File: src/rtl/uart_word_assembler_if.sv
// ---------------------------------------------------------------------------
// uart_word_assembler_if
// Byte-in / word-out bundle between a UART receiver and the word assembler.
//   i_rx_byte_valid : 1-cycle pulse, a byte was received
//   i_rx_byte       : received byte, valid with i_rx_byte_valid
//   i_rx_error      : 1-cycle pulse, UART framing/overrun error
//   o_word_valid    : 1-cycle pulse, o_word_data carries a new word
//   o_word_data     : assembled 32-bit word, held until the next word
//   o_resync_seen   : 1-cycle pulse, alignment word seen on the byte stream
//   o_discard       : 1-cycle pulse, a partial word was dropped
//   o_hunting       : high while alignment is unknown
// master = byte source / word sink, slave = assembler.
// ---------------------------------------------------------------------------
interface uart_word_assembler_if;
  logic        i_rx_byte_valid;
  logic [7:0]  i_rx_byte;
  logic        i_rx_error;
  logic        o_word_valid;
  logic [31:0] o_word_data;
  logic        o_resync_seen;
  logic        o_discard;
  logic        o_hunting;

  modport master (
    output i_rx_byte_valid, i_rx_byte, i_rx_error,
    input  o_word_valid, o_word_data, o_resync_seen, o_discard, o_hunting
  );

  modport slave (
    input  i_rx_byte_valid, i_rx_byte, i_rx_error,
    output o_word_valid, o_word_data, o_resync_seen, o_discard, o_hunting
  );
endinterface

File: src/rtl/uart_word_assembler.sv
// ---------------------------------------------------------------------------
// uart_word_assembler
// Packs a UART byte stream into little-endian 32-bit words, re-aligns on a
// known resync word and drops partial words on UART errors.
// Optional idle timeout for partial words: define WORD_ASM_TIMEOUT_EN.
// Ports:
//   i_clk   : system clock, rising edge
//   i_reset : asynchronous, active-high reset
//   bus     : uart_word_assembler_if.slave (byte input, word output, status)
// Parameters:
//   TIMEOUT_CYCLES : idle clocks in a partial word before it is discarded
//   RESYNC_WORD    : alignment word, first byte on the wire is [7:0]
// ---------------------------------------------------------------------------
module uart_word_assembler #(
  parameter logic [15:0] TIMEOUT_CYCLES = 16'd50000,
  parameter logic [31:0] RESYNC_WORD    = 32'h1EDC6F41
) (
  input  logic                  i_clk,
  input  logic                  i_reset,
  uart_word_assembler_if.slave  bus
);

  typedef enum logic [1:0] {
    sIDLE  = 2'd0,
    sACCUM = 2'd1,
    sHUNT  = 2'd2
  } state_t;

  state_t      r_state, w_state_nxt;
  logic [1:0]  r_idx, w_idx_nxt;
  logic [23:0] r_acc, w_acc_nxt;
  logic [31:0] r_win, w_win_nxt;
  logic [31:0] r_data, w_data_nxt;
  logic        r_word_valid, w_word_valid_nxt;
  logic        r_resync_seen, w_resync_seen_nxt;
  logic        r_discard, w_discard_nxt;
`ifdef WORD_ASM_TIMEOUT_EN
  logic [15:0] r_cnt, w_cnt_nxt;
`endif

  logic [31:0] w_win_shift;
  logic [31:0] w_word;

  // Newest byte enters at the top so the window reads little-endian,
  // directly comparable with RESYNC_WORD.
  assign w_win_shift = {bus.i_rx_byte, r_win[31:8]};
  assign w_word      = {bus.i_rx_byte, r_acc};

  always_comb begin
    w_state_nxt       = r_state;
    w_idx_nxt         = r_idx;
    w_acc_nxt         = r_acc;
    w_win_nxt         = r_win;
    w_data_nxt        = r_data;
    w_word_valid_nxt  = 1'b0;
    w_resync_seen_nxt = 1'b0;
    w_discard_nxt     = 1'b0;
`ifdef WORD_ASM_TIMEOUT_EN
    w_cnt_nxt         = r_cnt;
`endif

    if (bus.i_rx_error) begin
      // Error wins over everything; a byte in the same cycle is dropped.
      w_state_nxt   = sHUNT;
      w_idx_nxt     = 2'd0;
      w_discard_nxt = (r_idx != 2'd0);
`ifdef WORD_ASM_TIMEOUT_EN
      w_cnt_nxt     = 16'd0;
`endif
    end else if (bus.i_rx_byte_valid) begin
      w_win_nxt = w_win_shift;
`ifdef WORD_ASM_TIMEOUT_EN
      w_cnt_nxt = 16'd0;
`endif
      if (w_win_shift == RESYNC_WORD) begin
        // Covers the aligned 4th-byte case too: a single word pulse.
        w_word_valid_nxt  = 1'b1;
        w_data_nxt        = RESYNC_WORD;
        w_resync_seen_nxt = 1'b1;
        w_idx_nxt         = 2'd0;
        w_state_nxt       = sIDLE;
      end else if (r_state != sHUNT) begin
        w_idx_nxt = r_idx + 2'd1;
        case (r_idx)
          2'd0:    w_acc_nxt[7:0]   = bus.i_rx_byte;
          2'd1:    w_acc_nxt[15:8]  = bus.i_rx_byte;
          2'd2:    w_acc_nxt[23:16] = bus.i_rx_byte;
          default: ;
        endcase
        if (r_idx == 2'd3) begin
          w_word_valid_nxt = 1'b1;
          w_data_nxt       = w_word;
          w_state_nxt      = sIDLE;
        end else begin
          w_state_nxt = sACCUM;
        end
      end
    end
`ifdef WORD_ASM_TIMEOUT_EN
    else if (r_state == sACCUM) begin
      // r_cnt holds idle clocks already seen, so this fires on the
      // TIMEOUT_CYCLES-th idle clock.
      if (r_cnt == TIMEOUT_CYCLES - 16'd1) begin
        w_discard_nxt = 1'b1;
        w_idx_nxt     = 2'd0;
        w_state_nxt   = sIDLE;
        w_cnt_nxt     = 16'd0;
      end else begin
        w_cnt_nxt = r_cnt + 16'd1;
      end
    end
`endif
  end

  always_ff @(posedge i_clk or posedge i_reset) begin
    if (i_reset) begin
      r_state       <= sIDLE;
      r_idx         <= 2'd0;
      r_acc         <= 24'd0;
      r_win         <= 32'd0;
      r_data        <= 32'd0;
      r_word_valid  <= 1'b0;
      r_resync_seen <= 1'b0;
      r_discard     <= 1'b0;
`ifdef WORD_ASM_TIMEOUT_EN
      r_cnt         <= 16'd0;
`endif
    end else begin
      r_state       <= w_state_nxt;
      r_idx         <= w_idx_nxt;
      r_acc         <= w_acc_nxt;
      r_win         <= w_win_nxt;
      r_data        <= w_data_nxt;
      r_word_valid  <= w_word_valid_nxt;
      r_resync_seen <= w_resync_seen_nxt;
      r_discard     <= w_discard_nxt;
`ifdef WORD_ASM_TIMEOUT_EN
      r_cnt         <= w_cnt_nxt;
`endif
    end
  end

  assign bus.o_word_valid  = r_word_valid;
  assign bus.o_word_data   = r_data;
  assign bus.o_resync_seen = r_resync_seen;
  assign bus.o_discard     = r_discard;
  assign bus.o_hunting     = (r_state == sHUNT);

endmodule

File: src/flat_wrapper.sv
// flat-port wrapper written by rule: the top's interface ports become plain ports
module uart_word_assembler_flat 
#(
  parameter logic [15:0] TIMEOUT_CYCLES = 16'd50000,
  parameter logic [31:0] RESYNC_WORD    = 32'h1EDC6F41
)
  (i_clk, i_reset, bus_i_rx_byte_valid, bus_i_rx_byte, bus_i_rx_error, bus_o_word_valid, bus_o_word_data, bus_o_resync_seen, bus_o_discard, bus_o_hunting);
  uart_word_assembler_if bus_i ();
  input  logic i_clk;
  input  logic i_reset;
  input wire logic [$bits(bus_i.i_rx_byte_valid)-1:0] bus_i_rx_byte_valid;
  input wire logic [$bits(bus_i.i_rx_byte)-1:0] bus_i_rx_byte;
  input wire logic [$bits(bus_i.i_rx_error)-1:0] bus_i_rx_error;
  output wire logic [$bits(bus_i.o_word_valid)-1:0] bus_o_word_valid;
  output wire logic [$bits(bus_i.o_word_data)-1:0] bus_o_word_data;
  output wire logic [$bits(bus_i.o_resync_seen)-1:0] bus_o_resync_seen;
  output wire logic [$bits(bus_i.o_discard)-1:0] bus_o_discard;
  output wire logic [$bits(bus_i.o_hunting)-1:0] bus_o_hunting;
  assign bus_i.i_rx_byte_valid = bus_i_rx_byte_valid;
  assign bus_i.i_rx_byte = bus_i_rx_byte;
  assign bus_i.i_rx_error = bus_i_rx_error;
  assign bus_o_word_valid = bus_i.o_word_valid;
  assign bus_o_word_data = bus_i.o_word_data;
  assign bus_o_resync_seen = bus_i.o_resync_seen;
  assign bus_o_discard = bus_i.o_discard;
  assign bus_o_hunting = bus_i.o_hunting;
  uart_word_assembler #(.TIMEOUT_CYCLES(TIMEOUT_CYCLES), .RESYNC_WORD(RESYNC_WORD)) u_core (.i_clk(i_clk), .i_reset(i_reset), .bus(bus_i));
endmodule
File: config.mk
export PLATFORM = sky130hd
export DESIGN_NAME = uart_word_assembler_flat
export DESIGN_NICKNAME = d
export VERILOG_FILES = /design/src/rtl/uart_word_assembler_if.sv /design/src/rtl/uart_word_assembler.sv /design/src/flat_wrapper.sv
export SDC_FILE = /design/constraint.sdc
export NUM_CORES = 1
export LEC_CHECK = 0
export BUFFER_PORTS_ARGS = -buffer_cell sky130_fd_sc_hd__buf_2
export CAP_MARGIN = 20
export CELL_PAD_IN_SITES_DETAIL_PLACEMENT = 1
export CELL_PAD_IN_SITES_GLOBAL_PLACEMENT = 2
export CORE_ASPECT_RATIO = 0.8
export CORE_UTILIZATION = 40
export CTS_CLUSTER_DIAMETER = 200
export DETAILED_ROUTE_END_ITERATION = 8
export PLACE_DENSITY = 0.84
export SKIP_CTS_REPAIR_TIMING = 1
export SLEW_MARGIN = 25
export SYNTH_ARGS = -nofsm -noshare
export SYNTH_HDL_FRONTEND = slang
export SYNTH_SLANG_ARGS = --single-unit
export TNS_END_PERCENT = 10
File: constraint.sdc
create_clock -name i_clk -period 6.3 [get_ports i_clk]
set_clock_uncertainty 0.05 [all_clocks]
set_input_delay 0 -clock i_clk [delete_from_list [all_inputs] [get_ports i_clk]]
set_output_delay 0 -clock i_clk [all_outputs]
set_load 0.02 [all_outputs]
; ---- Word level (Yosys, flattened, before mapping)
; Cells that the tools add are included.
[classes]
n_bitwise = 2
reduce_logical = 12
n_eq_ne = 6
add_sub_neg = 1
n_mux = 21
[op_table]
columns = op, n
row1 = 32-bit two-way mux, 3
row2 = 32-bit by 29-bit equality test with 1-bit output (second input constant), 1
row3 = 2-bit two-way mux, 8
row4 = 5-bit AND reduction, 3
row5 = 1-bit two-way mux, 10
row6 = 2-bit nonzero test, 4
row7 = 2-bit equality test (second input constant), 3
row8 = 2-bit AND reduction, 2
row9 = 4-bit AND reduction, 1
row10 = 3-bit nonzero test, 1
row11 = 2-bit by 1-bit adder with 2-bit output (second input constant), 1
row12 = 2-bit by 1-bit equality test with 1-bit output (second input constant), 1
row13 = 2-bit logical NOT, 1
row14 = 2-bit inequality test (second input constant), 1
row15 = 1-bit inverter, 2
[word_totals]
regBits = 95
output_inout_bits = 36
wordCells = 52
inputBits = 12

; ---- Longest topological paths before layout
; Gate-level depths: netlist (run 1).
[logic_depth]
ltp_word = 6
mapped_depth = 7
depth_no_buf = 5

; ---- Least setup slack after synthesis (run 1)
; No wires, ideal clock.
[synth_path]
kind = reg2reg
from = reg u_core.r_win[23]
to = reg u_core.r_data[12], in the netlist u_core.bus.o_word_data[12]
path_slack_ns = 4.158
n_path_buf = 2
setup_time_ns = 0.131
arrival_ns = 1.961
path_stages_with_launch = 7
required_ns = 6.119
synth_period_minus_slack_ns = 2.142
path_cell_list = dfrtp_1 -> or4b_4 -> or4_4 -> buf_6 -> buf_6 -> o2111ai_1 -> nand3_1
[synth_between]
elab_chain_len = 3
word_cells_on_any_way = 5
classes_between = eq/ne: 1 / mux: 1 / reduce/logical: 3
[synth_rtl]
columns = element, line
row1 = from (decl), uart_word_assembler.sv:32  ; logic [31:0] r_win, w_win_nxt;
row2 = from (signal assigned), uart_word_assembler.sv:132  ; r_win <= w_win_nxt;
row3 = 32-bit by 29-bit equality test with 1-bit output (*), uart_word_assembler.sv:75  ; if (w_win_shift == RESYNC_WORD) begin
row4 = 2-bit nonzero test (no line), -
row5 = 4-bit AND reduction (no line), -
row6 = to (signal assigned), uart_word_assembler.sv:133  ; r_data <= w_data_nxt;
row7 = to (decl), uart_word_assembler.sv:33  ; logic [31:0] r_data, w_data_nxt;
; Mark *: on every way between the ends. The rest lies on a longest branch, timed or not.
; A chain may end at the register's enable or synchronous reset.

; ---- Worst setup path in the final report (run 1)
[layout_path]
from = reg u_core.r_win[23]
to = reg u_core.r_idx[0]
[layout_between]
elab_chain_len = 4
word_cells_on_any_way = 6
classes_between = eq/ne: 1 / mux: 3 / reduce/logical: 2
[layout_rtl]
columns = element, line
row1 = 32-bit by 29-bit equality test with 1-bit output (*), uart_word_assembler.sv:75
row2 = 2-bit two-way mux, uart_word_assembler.sv:75
row3 = 2-bit two-way mux, uart_word_assembler.sv:70  ; end else if (bus.i_rx_byte_valid) begin
row4 = 2-bit two-way mux, uart_word_assembler.sv:62  ; if (bus.i_rx_error) begin
row5 = to (signal assigned), uart_word_assembler.sv:130  ; r_idx <= w_idx_nxt;
row6 = to (decl), uart_word_assembler.sv:30  ; logic [1:0] r_idx, w_idx_nxt;
; Mark *: on every way between the ends. The rest lies on a longest branch, timed or not. The select of a mux whose other input is x is not followed.

==> results.md, run 1 <==
- Vias: 3,227
- Cell variety after synth: 43
- First-pass GRT wire length: 17,900 um
- Width of the die: 114 um
- P per Cell Area: 267 nW/um2
- Initial Util: 41.6%
- Port bufs: 47
- Leak Pwr: 2.22 nW
- Worst setup startpoint: u_core.r_win[23]
- Worst R2R Setup Slack: 3.49 ns
- Core area: 9730 um2
- Area grow syn2layout: 18.4%
- Hold crit path type: in2async
- CTS Root Cell: clkbuf_16
- Die area: 10,500 um2
- Largest net degree at the start of global routing: 88
- Max VDD drop: 0.145 mV
- Cell Area, Placed: 4350 um2
- Clk Latency, worst-skew pair: 0.34 ns
- EDFF count, synth: 0
- Status: finished, final reports clean
- Layout cell share with drive strength beyond 1: 24.4%
- Setup violations, final: 0
- Iteration-0 DRC Markers: 166
- DR WL/cell: 19.2 um
- RD Place Congestion: 0.810
- Share of the synthesized area in the top cell type: 53.8%
- GRT Total Usage: 22.6%
- I/O pin cnt: 48
- Clk sink count: 87
- Reg-to-reg critical path endpoint: u_core.r_idx[0]
- Post-synth top area cell: dfrtp_1
- CP required: 6.46 ns
- TritonCTS clock tree: built
- Total power: 1.28 mW
- Pre-antenna DRT Iters: 4
- CP endpoint kind: flip-flop
- Async SR Flop Fraction: 100%
- H-tree lvl count: 3
- Worst-path clk slew: 0.06 ns
- Num rows: 32
- Routed Antenna Nets: 0
- CP arrival: 2.97 ns
- Dpl hpwl: 7010 um
- Final net count: 455
- Drt total wl: 11,100 um
- Post-Syn Area: 4050 um2
- Fmax: 356 MHz
- Vias per cell: 5.57
- Initial antenna violation count: 0
- Post-route cell area: 4790 um2
- GRT overflow: 0
- Slew Limit Fails: 0
- Syn_nets: 409
- CTS buffer count: 9
- Register bit count reported by yosys: 87
- RSZ-0062 raised after global routing: no
- Sum Neg Setup Slack: 0 ns
- Yosys warnings: 0
- CP max FO: 23
- Final min period: 2.81 ns
- Die height: 92.0 um
- Vias in the first global route: 3,275
- Synthesized instance count: 393
- Setup Crit Path Kind: reg2reg
- Worst-case reg-to-reg path depth: 5
- Antenna diodes: 0
- Final Hold Vio Count: 0
- RR Startpoint: u_core.r_win[23]
- Post-synth top flop: dfrtp_1
- Slew headroom: 38.5%
- Syn avg cell area: 10.3 um2
- Top post-synthesis cells by area: dfrtp_1, nand2_1, mux2_2
- Core Util, Final: 49.3%
- # DRC: 0
- Sequential area share after synthesis: 53.8%
- Max cap viols: 0
- Period utilization: 44.6%
- Crit path launch type: flip-flop
- Max clock buf depth: 2
- Worst slew pin tran: 0.921 ns
synthesized netlist by cell type, types with 2 or more instances:
library cell	count
clkbuf_1	14
a31o_2	4
and4b_1	2
inv_1	10
mux2_2	24
o2111ai_1	11
o21ai_0	4
nor4_1	3
nand2_1	91
nor3_1	16
buf_2	4
nand2b_1	3
buf_1	5
o22ai_1	5
a211oi_1	26
nand3_1	16
nand4_1	3
o211ai_1	8
dfrtp_1	87
a21oi_1	3
a21oi_2	3
a31oi_1	4
o211ai_2	3
ha_1	4
buf_6	4
buf_4	2
nand4b_1	3
nor2_1	16
layout by cell type (no fill, tap or decap), drive strengths merged, types with 5 or more instances in the layout:
cell type    Yosys  final
nand2           92     92
dfrtp           87     87
buf             15     52
a211oi          26     26
mux2            24     24
nand3           16     16
nor2            16     16
nor3            16     16
dlygate4sd3      0     12
clkbuf          14     12
o2111ai         11     11
o211ai          11     11
inv             10      9
a21oi            6      6
o22ai            5      5
worst max-delay path, cell delays in order, from the launching register on:
cell and delay, ns:
dfrtp_1 0.43, or4b_4 0.60, or4_4 0.70, o22ai_1 0.22
o31ai_1 0.11, dlygate4sd3_1 0.58
flip-flops by register name, indices dropped and copies added, names as in the netlist:
signal                    count
u_core.bus.o_word_valid       1
u_core.r_acc                 24
u_core.bus.o_resync_seen      1
u_core.bus.o_discard          1
u_core.r_idx                  2
u_core.bus.o_word_data       32
u_core.r_state                2
u_core.r_win                 24
stage by stage:
stage / hold slack, ns / cells / setup slack [ns]
after detailed placement: 0.226 / 551 / 3.76
final: 0.380 / 579 / 3.49
after floorplan: 0.0363 / 393 / 4.00
after global routing: 0.448 / 579 / 3.41
after CTS: -0.133 / 566 / 3.73
after global placement: 0.203 / 551 / 3.65
cell type report:
| cell class | instances | area, um2 |
|---|---|---|
| fill | 1102 | 4940 |
| sequential | 87 | 2180 |
| multi-input combinational | 267 | 1690 |
| timing repair buffer | 64 | 400 |
| clock buffer | 12 | 246 |
| tap | 136 | 170 |
| clock inverter | 3 | 67.6 |
| inverter | 10 | 38.8 |
power by group:
group | internal, mW | switching, mW
combinational | 0.0342 | 0.0544
clock | 0.357 | 0.214
sequential | 0.592 | 0.0292
total | 0.983 | 0.297
kinds of logic (layout without fill, tap and decap cells):
group	count (synthesis)	in the layout	synth area share, %
simple gates	164	164	19.3
compound gates	75	75	14.3
fa+ha+maj	4	4	1.24
flops	87	87	53.8
buf+inv	39	89	4.67
mux	24	24	6.67
routing by layer:
| metal | global-route usage, % | part of all wire, % |
|---|---|---|
| met1 | 32.5 | 47 |
| met4 | 5.74 | 0.60 |
| met5 | 0 | 0 |
| met2 | 34.5 | 47 |
| met3 | 5.16 | 5.6 |
how the worst max path moves through the flow:
| stage | end | slack (ns) | depth (start not counted) |
|---|---|---|---|
| finish | u_core.r_idx[0] | 3.49 | 5 |
| global route | u_core.r_idx[0] | 3.41 | 5 |
| CTS | u_core.bus.o_word_data[3] | 3.73 | 4 |
| detailed placement | u_core.bus.o_word_data[4] | 3.76 | 4 |
| global placement | u_core.r_acc[19] | 3.65 | 4 |
| floorplan | u_core.bus.o_discard | 4.00 | 1 |
No activity file was read; power rests on OpenSTA's default activity.
==> run 2, diff against run 1 <==
Settings changed: CORE_UTILIZATION 40 to 37, PLACE_DENSITY 0.84 to 0.78.
Clock period 6.3 ns to 2.9 ns, I/O delays scaled along.
==> run 2 against run 1 <==
Sequential share of layout area decreased by 0.60 points. Register-to-register slack got worse by 3.3 ns. Hold slack got worse by 0.15 ns. Via count increased by 0.56%. Design area increased by 1.3%. Combinational power increased by 120%. Global-route usage decreased by 0.95 points. Largest power group unchanged.
==> results.md, run 2 (same netlist as run 1, synthesis figures left out) <==
- Initial antenna violation count: 0 (unchanged)
- Max cap viols: 0 (unchanged)
- TritonCTS clock tree: built
- I/O pin cnt: 48 (unchanged)
- Area grow syn2layout: 19.9%
- CTS Root Cell: clkbuf_16
- Met3 Use GR: 5.02% (-0.13 points)
- Core Util, Final: 46.5% (-2.8 points)
- Commonest cells after routing, fill and taps aside: nand2_1, dfrtp_1, buf_2
- Slew headroom: 38.7% (+0.19 points)
- P per Cell Area: 578 nW/um2 (+120%)
- Setup Crit Path Kind: reg2reg
- Antenna diodes: 0 (unchanged)
- Clk Latency, worst-skew pair: 0.34 ns (about the same)
- GRT overflow: 0 (unchanged)
- Filler Cell Count: 1,177 (+6.8%)
- Slew Limit Fails: 0 (unchanged)
- Max clock buf depth: 2 (unchanged)
- GRT Total Usage: 21.7% (-0.95 points)
- Num rows: 33 (+3.1%)
- Worst slew pin tran: 0.918 ns (-0.00278 ns)
- Status: finished, final reports clean
- P_sw: 0.663 mW (+120%)
- Fmax: 367 MHz (+3.1%)
- Die area: 11,400 um2 (+7.9%)
- Vias in the first global route: 3,252 (-0.70%)
- Clk sink count: 87 (unchanged)
- Max VDD drop: 0.249 mV (+72%)
- Final min period: 2.73 ns (-0.0852 ns)
- RSZ-0062 raised after global routing: no
- Combinational share of power: 7.1% (+0.2 points)
- Internal: 2.14 mW (+120%)
- Initial Util: 38.8% (-2.9 points)
- Drt total wl: 11,200 um (+0.92%)
- Final WS setup: 0.174 ns (-3.31 ns)
- DR WL/cell: 19.0 um (-0.96%)
- CP max FO: 23 (unchanged)
- RD Place Congestion: 0.792 (-2.3%)
- Clock share of power: 44.9% (+0.4 points)
- Busiest layer in global routing: met2
- Iteration-0 DRC Markers: 170 (+2.4%)
- Core area: 10,400 um2 (+7.4%)
- Vias: 3,245 (+0.56%)
- Die height: 95.6 um (+3.9%)
- Pre-antenna DRT Iters: 4 (unchanged)
- Setup violations, final: 0 (unchanged)
- Largest net degree at the start of global routing: 54 (-39%)
- CP arrival: 2.90 ns (-0.07 ns)
- Flop pwr share: 48.0% (-0.5 points)
- CTS buffer count: 9 (unchanged)
- Max FFs per register: 32 (unchanged)
- Width of the die: 119 um (+3.9%)
- Leading cell type in the layout, fill and taps excluded: nand2_1
- Final net count: 461 (+1.3%)
- Period utilization: 94.0% (+49 points)
- H-tree lvl count: 3 (unchanged)
- Sum Neg Setup Slack: 0 ns (unchanged)
- Routed Antenna Nets: 0 (unchanged)
- Leak Pwr: 2.25 nW (+1.7%)
- Final Hold Vio Count: 0 (unchanged)
- Worst-path clk slew: 0.06 ns (about the same)
- Met2 Usage GRT: 33.9% (-0.63 points)
- Met1 usage: 30.1% (-2.4 points)
- Layout cell share with drive strength beyond 1: 25.6% (+1.2 points)
- DP Worst Slack: 0.444 ns (-3.32 ns)
- Switching Share: 23.6% (+0.41 points)
- Crit path launch type: flip-flop
- Total power: 2.81 mW (+120%)
- Dpl hpwl: 7280 um (+3.8%)
- CP endpoint kind: flip-flop
- First-pass GRT wire length: 18,500 um (+3.4%)
- CP required: 3.07 ns (-3.39 ns)
- Hold crit path type: in2async
- Vias per cell: 5.50 (-1.3%)
- # DRC: 0 (unchanged)
- Hold slack: 0.230 ns (-0.151 ns)
- Port bufs: 47 (unchanged)
run 2: cell type report:
cell class / count / area, um2 / share of cell area [%]
Inverter: 10 / 38.8 / 0.799
Clock buffer: 11 / 243 / 5.00
Clock inverter: 5 / 81.3 / 1.67
Timing Repair Buffer: 70 / 450 / 9.28
Multi-Input combinational cell: 267 / 1690 / 34.8
Sequential cell: 87 / 2180 / 44.8
Tap cell: 140 / 175 / 3.61
run 2: power groups by stage:
stage          Combinational, mW  Sequential [mW]  Clock (mW)
2_1_floorplan              0.126             1.34           0
3_3_place_gp               0.186             1.36           0
3_5_place_dp               0.190             1.37           0
4_1_cts                    0.192             1.35        1.28
5_1_grt                    0.226             1.36        1.34
6_report                   0.199             1.35        1.26
run 2: critical path: stages (launching register included):
cell and delay (ns):
dfrtp_1 0.40, or4b_4 0.57, or4_4 0.70, o22ai_1 0.23, o31ai_1 0.09, dlygate4sd3_1 0.56
run 2: stage by stage:
step                      cell area (um2)  cells
after global placement               4410    562
after detailed placement             4410    562
after floorplan                      4050    393
final                                4860    590
after global routing                 4860    590
after CTS                            4740    578
run 2: per-layer routing:
layer	share of wire, %	vias up
met4	1.4	0
met3	2.9	12
met2	46	49
met1	49	1659
li1	-	1525
met5	0	-
run 2: final timing paths:
check	startpoint	end	slack, ns	cells after the start
min in group i_clk	u_core.r_win[10]	u_core.r_win[10]	0.45	2
max in group asynchronous	i_reset	u_core.bus.o_word_data[2]	1.85	4
worst min register to register	u_core.r_win[10]	u_core.r_win[10]	0.45	2
worst max-delay path	u_core.r_win[23]	u_core.r_idx[0]	0.17	5
worst min-delay path	i_reset	u_core.bus.o_word_data[30]	0.23	3
worst max register to register	u_core.r_win[23]	u_core.r_idx[0]	0.17	5
